<file path="src/rtl/mem_pkg.sv">
// Shared memory-stage definitions used by the load/store unit and the data cache.
package mem_pkg;

  typedef enum logic [1:0] {
    IDLE   = 2'd0,
    ACCESS = 2'd1,
    RESP   = 2'd2
  } lsu_state_t;

  localparam logic [1:0] SZ_B = 2'd0;
  localparam logic [1:0] SZ_H = 2'd1;
  localparam logic [1:0] SZ_W = 2'd2;
  localparam logic [1:0] SZ_D = 2'd3;

  localparam int WORD_BYTES     = 8;
  localparam int LOG_WORD_BYTES = 3;

  // An access is misaligned when any address bit below its size is set.
  function automatic logic is_misaligned(input logic [LOG_WORD_BYTES-1:0] addr_lo,
                                         input logic [1:0] size);
    logic [LOG_WORD_BYTES-1:0] mask;
    case (size)
      SZ_B:    mask = 3'b000;
      SZ_H:    mask = 3'b001;
      SZ_W:    mask = 3'b011;
      default: mask = 3'b111;
    endcase
    return (addr_lo & mask) != '0;
  endfunction

endpackage

</file>
<file path="src/rtl/load_align.sv">
// Extracts the addressed field from a 64-bit cache word and sign/zero-extends it.
module load_align
  import mem_pkg::*;
(
  input  logic [63:0]               rdata,
  input  logic [LOG_WORD_BYTES-1:0] addr_lo,
  input  logic [1:0]                size,
  input  logic                      is_unsigned,
  output logic [63:0]               result
);

  logic [63:0] shifted;
  logic        sx;

  always_comb begin
    shifted = rdata >> {addr_lo, 3'b000};
    sx      = 1'b0;
    result  = shifted;
    case (size)
      SZ_B: begin
        sx     = ~is_unsigned & shifted[7];
        result = {{56{sx}}, shifted[7:0]};
      end
      SZ_H: begin
        sx     = ~is_unsigned & shifted[15];
        result = {{48{sx}}, shifted[15:0]};
      end
      SZ_W: begin
        sx     = ~is_unsigned & shifted[31];
        result = {{32{sx}}, shifted[31:0]};
      end
      default: result = shifted;
    endcase
  end

endmodule

</file>
<file path="src/rtl/mem_lsu.sv">
// Load/store unit: accepts one op, checks alignment, drives the data cache, returns the result.
//   state  | meaning
//   IDLE   | waiting for a request (req_ready=1)
//   ACCESS | request held on the cache interface until hit / write commit
//   RESP   | response presented to writeback until resp_ready
module mem_lsu
  import mem_pkg::*;
#(
  parameter int TAG_W = 5,
  parameter int CNT_W = 32
) (
  input  logic             clk,
  input  logic             reset,
  input  logic             req_valid,
  output logic             req_ready,
  input  logic [63:0]      req_addr,
  input  logic [63:0]      req_wdata,
  input  logic [1:0]       req_size,
  input  logic             req_unsigned,
  input  logic             req_store,
  input  logic [TAG_W-1:0] req_tag,
  output logic             resp_valid,
  input  logic             resp_ready,
  output logic [63:0]      resp_data,
  output logic [TAG_W-1:0] resp_tag,
  output logic             resp_misaligned,
  output logic [63:0]      dc_addr,
  output logic [63:0]      dc_wdata,
  output logic [1:0]       dc_wlen,
  output logic             dc_enable,
  output logic             dc_wrn,
  input  logic [63:0]      dc_rdata,
  input  logic             dc_valid,
  input  logic             dc_write_done,
  output logic [CNT_W-1:0] load_count,
  output logic [CNT_W-1:0] store_count,
  output logic [CNT_W-1:0] stall_cycles
);

  lsu_state_t       state_q, state_d;
  logic [63:0]      addr_q, wdata_q, resp_data_q, load_result;
  logic [1:0]       size_q;
  logic             uns_q, store_q, mis_q;
  logic [TAG_W-1:0] tag_q;
  logic             req_mis, accept, resp_hs, complete;

  assign req_mis  = is_misaligned(req_addr[LOG_WORD_BYTES-1:0], req_size);
  assign complete = store_q ? dc_write_done : dc_valid;

  always_comb begin
    state_d   = state_q;
    req_ready = 1'b0;
    case (state_q)
      IDLE: begin
        req_ready = 1'b1;
        if (req_valid) state_d = req_mis ? RESP : ACCESS;
      end
      ACCESS: if (complete) state_d = RESP;
      RESP: begin
        req_ready = resp_ready;
        if (resp_ready) state_d = req_valid ? (req_mis ? RESP : ACCESS) : IDLE;
      end
      default: state_d = IDLE;
    endcase
  end

  always_ff @(posedge clk or posedge reset) begin
    if (reset) state_q <= IDLE;
    else       state_q <= state_d;
  end

  assign accept  = req_valid & req_ready;
  assign resp_hs = (state_q == RESP) & resp_ready;

  load_align u_load_align (
    .rdata       (dc_rdata),
    .addr_lo     (addr_q[LOG_WORD_BYTES-1:0]),
    .size        (size_q),
    .is_unsigned (uns_q),
    .result      (load_result)
  );

  always_ff @(posedge clk or posedge reset) begin
    if (reset) begin
      addr_q       <= '0;
      wdata_q      <= '0;
      size_q       <= '0;
      uns_q        <= 1'b0;
      store_q      <= 1'b0;
      tag_q        <= '0;
      mis_q        <= 1'b0;
      resp_data_q  <= '0;
      load_count   <= '0;
      store_count  <= '0;
      stall_cycles <= '0;
    end else begin
      if (accept) begin
        addr_q      <= req_addr;
        wdata_q     <= req_wdata;
        size_q      <= req_size;
        uns_q       <= req_unsigned;
        store_q     <= req_store;
        tag_q       <= req_tag;
        mis_q       <= req_mis;
        resp_data_q <= '0;
      end
      if (state_q == ACCESS) begin
        if (complete) resp_data_q <= store_q ? '0 : load_result;
        else if (stall_cycles != '1) stall_cycles <= stall_cycles + 1'b1;
      end
      // Faulted ops never reached the cache, so they are not counted as traffic.
      if (resp_hs && !mis_q) begin
        if (store_q) begin
          if (store_count != '1) store_count <= store_count + 1'b1;
        end else if (load_count != '1) begin
          load_count <= load_count + 1'b1;
        end
      end
    end
  end

  assign dc_enable       = (state_q == ACCESS);
  assign dc_addr         = addr_q;
  assign dc_wdata        = wdata_q;
  assign dc_wlen         = size_q;
  assign dc_wrn          = store_q;
  assign resp_valid      = (state_q == RESP);
  assign resp_data       = resp_data_q;
  assign resp_tag        = tag_q;
  assign resp_misaligned = mis_q;

endmodule

</file>
<file path="config.mk">
export PLATFORM = sky130hd
export DESIGN_NAME = mem_lsu
export DESIGN_NICKNAME = d
export VERILOG_FILES = /design/src/rtl/mem_pkg.sv /design/src/rtl/load_align.sv /design/src/rtl/mem_lsu.sv
export SDC_FILE = /design/constraint.sdc
export NUM_CORES = 1
export LEC_CHECK = 0
export ABC_AREA = 0
export CAP_MARGIN = 20
export CORE_AREA = 2 2 200 202
export DETAILED_ROUTE_END_ITERATION = 10
export DIE_AREA = 0 0 202 204
export PLACE_DENSITY_LB_ADDON = 0.08
export SYNTH_ARGS = -nofsm -noshare
export SYNTH_HDL_FRONTEND = slang
export SYNTH_SLANG_ARGS = --single-unit
export TNS_END_PERCENT = 50
</file>
<file path="constraint.sdc">
create_clock -name clk -period 14.1 [get_ports clk]
set_input_delay 2.82 -clock clk [delete_from_list [all_inputs] [get_ports clk]]
set_output_delay 2.82 -clock clk [all_outputs]
set_load 0.01 [all_outputs]
</file>
==> flow_metrics.tcl <==
set metrics [dict create \
    ant_nets 0 \
    syn_nets 1399 \
    post_cts_resized 0 \
    grt_use_total 0.236 \
    async_flop_share 1.00 \
    cts_tree "built" \
    ys_types 67 \
    netlist_area_um2 14200 \
    first_iter_violations 479 \
    synth_top_cell_by_area "dfrtp_1" \
    synth-edff-count 0 \
    r2r_slack_ns 11.11 \
    vias_per_cell 5.16 \
    syn_avg_cell_area_um2 11.9 \
    crit_type "in -> out" \
    p_leak_nw 8.75 \
    synth_area_leaders "dfrtp_1 (53%), mux2_2 (12%), xnor2_1 (3.9%), mux2i_1 (3.8%), nand2_1 (2.9%)" \
    synth_flop_cell "dfrtp_1" \
    p_per_area_nw_per_um2 151 \
    cts_inserted_buffers 38 \
    clockRootBuffer "clkbuf_16" \
    ys_ff_latch 300 \
    die_y_um 204 \
    vdd_drop_max_mv 0.0916 \
    yosys.area.top_type_share 0.529 \
    n_fill_cell 3472 \
    drive_gt1_frac 0.164 \
    drc_errors 0 \
    intPower_w 0.00216 \
    min_period_over_period 0.492 \
    grt_pass1_vias 12007 \
    setup_violations 0 \
    worstPathMaxFanout 3 \
    switching_power_w 0.000991 \
    cp-end-kind "output port" \
    finalClockSkew_ns 0.0164 \
    critical_path_arrival_ns 4.11 \
    rsz0062_at_grt "false" \
    slew_viol_final 0 \
    wl_per_cell_um 21.9 \
    clk_pin_slew_ns 0.05 \
    ios 507 \
    core-area_um2 39200 \
    max_freq_ghz 0.144 \
    num_rows 73 \
    critPathLaunchType "input port" \
    grt_antenna_before_repair 7 \
    p_clk_frac 0.299 \
    synthCells 1189 \
    grt_max_degree 117 \
    pwr-share-comb 0.343 \
    hp-class "reg -> reg" \
    drv_cap 0 \
    placed_cells 2166 \
    synth_common_cells "dfrtp_1 (300), mux2_2 (146), nand2_1 (110)" \
    dpl.hpwl_um 36200 \
    final_nets 1892 \
    tightestPinTransition_ns 1.07 \
    final.setup.tns_ns 0 \
    hold_viol 0 \
    overflow 0 \
    status "complete, no violations" \
    die_w_um 202 \
    cts_buffer_depth 3 \
    cp.required_ns 11.28 \
    start_util 0.362 \
    relSlewSlack 0.284 \
    p_sw_frac 0.314 \
    drtPass1Iterations 4 \
    clk_latency_ns 0.55 \
    yosys_warnings 0 \
    vias 11515 \
    p_total_w 0.00315 \
    yosysMostFrequentCell "dfrtp_1" \
    clkSinkCount 300 \
    grt_pass1_wl_um 74200 \
    syn2layout_area_growth_pct 47.3 \
    final_cell_count_no_fill 2231 \
    ctsHoldBuffers 0 \
    ys_seq_area_frac 0.529 \
    share_seq_of_total_power 0.358 \
    min_period_ns 6.93 \
    cts_setup_buffers 0 \
    drt-total-wl_um 48900 \
    htreeDepth 2 \
    port_buffers 506 \
    place_congestion 0.817 \
    dieArea_um2 41200 \
]
==> power by group through the flow <==
stage | Sequential, W | Clock (W) | Combinational [W]
final | 0.00113 | 0.000944 | 0.00108
after global routing | 0.00115 | 0.00100 | 0.00116
after CTS | 0.00113 | 0.000972 | 0.00109
after detailed placement | 0.00114 | 0 | 0.00109
after global placement | 0.00113 | 0 | 0.00109
after floorplan | 0.00120 | 0 | 0.000472
==> layout make-up <==
type / count / area [um2] / share of cell area
clock buffer: 57 / 1150 / 0.0548
multi-input combinational: 812 / 6340 / 0.303
clock inverter: 4 / 48.8 / 0.00233
antenna: 3 / 7.51 / 0.000359
tap: 525 / 657 / 0.0314
sequential: 300 / 7510 / 0.359
timing repair buffer: 519 / 5160 / 0.247
inverter: 11 / 50.0 / 0.00239
==> cells by family after synthesis <==
| family | Yosys count | share of synthesized area |
|---|---|---|
| muxes | 220 | 0.184 |
| buffers and inverters | 77 | 0.0260 |
| adders and majority gates | 3 | 0.00264 |
| xor gates and xnor gates | 90 | 0.0555 |
| AOI/OAI and AO/OA | 151 | 0.0767 |
| and+or+nand+nor | 348 | 0.126 |
| DFF | 300 | 0.529 |
==> worst paths after layout <==
path | startpoint | endpoint | depth (start not counted)
worst max-delay path | resp_ready | req_ready | 4
worst min-delay path | resp_data[45] | resp_data[45] | 2
worst max register to register | state_q[1] | dc_addr[60] | 5
worst min register to register | resp_data[45] | resp_data[45] | 2
max in group asynchronous | reset | dc_wdata[5] | 4
min in group asynchronous | reset | resp_data[56] | 2
==> critical path, cell delays in order <==
cell	delay, ns
clkdlybuf4s50_1	0.42
nor2b_1	0.25
nor2_1	0.08
clkdlybuf4s50_1	0.54
==> flip-flops by register name, indices dropped and copies added, names as in the netlist, 5 cells and up <==
| signal | flops |
|---|---|
| stall_cycles | 32 |
| resp_data | 64 |
| store_count | 32 |
| dc_wdata | 64 |
| dc_addr | 64 |
| load_count | 32 |
| resp_tag | 5 |
==> through the flow <==
| stage | hold slack [ns] | worst slack, ns | cell area [um2] | utilization |
|---|---|---|---|---|
| 2_1_floorplan | 0.516 | 2.99 | 14200 | - |
| 3_5_place_dp | 0.466 | 7.18 | 19700 | 0.503 |
| 6_report | 0.476 | 7.17 | 20900 | 0.534 |
| 4_1_cts | 0.478 | 7.17 | 20900 | 0.534 |
| 5_1_grt | 0.500 | 7.10 | 20900 | 0.534 |
| 3_3_place_gp | 0.463 | 7.17 | 19700 | 0.503 |
==> metal layers <==
layer	global-route usage	wire, um	vias up
met5	0	56	-
met1	0.295	20200	5765
met3	0.0791	3740	81
li1	-	-	5292
met2	0.387	23700	369
met4	0.0730	1270	8
==> layout by cell type (no fill, tap or decap), drive strengths merged, types with 27 or more instances in the layout <==
| cell | synthesis | layout |
|---|---|---|
| nand2 | 110 | 110 |
| xnor2 | 63 | 63 |
| dfrtp | 300 | 300 |
| mux2 | 148 | 148 |
| mux2i | 55 | 55 |
| clkdlybuf4s50 | 0 | 506 |
| o21ai | 61 | 61 |
| nand3 | 41 | 41 |
| nor2 | 62 | 62 |
| xor2 | 27 | 27 |
| clkbuf | 31 | 57 |
| nand4 | 35 | 35 |
Power figures use the tool's default switching activity.
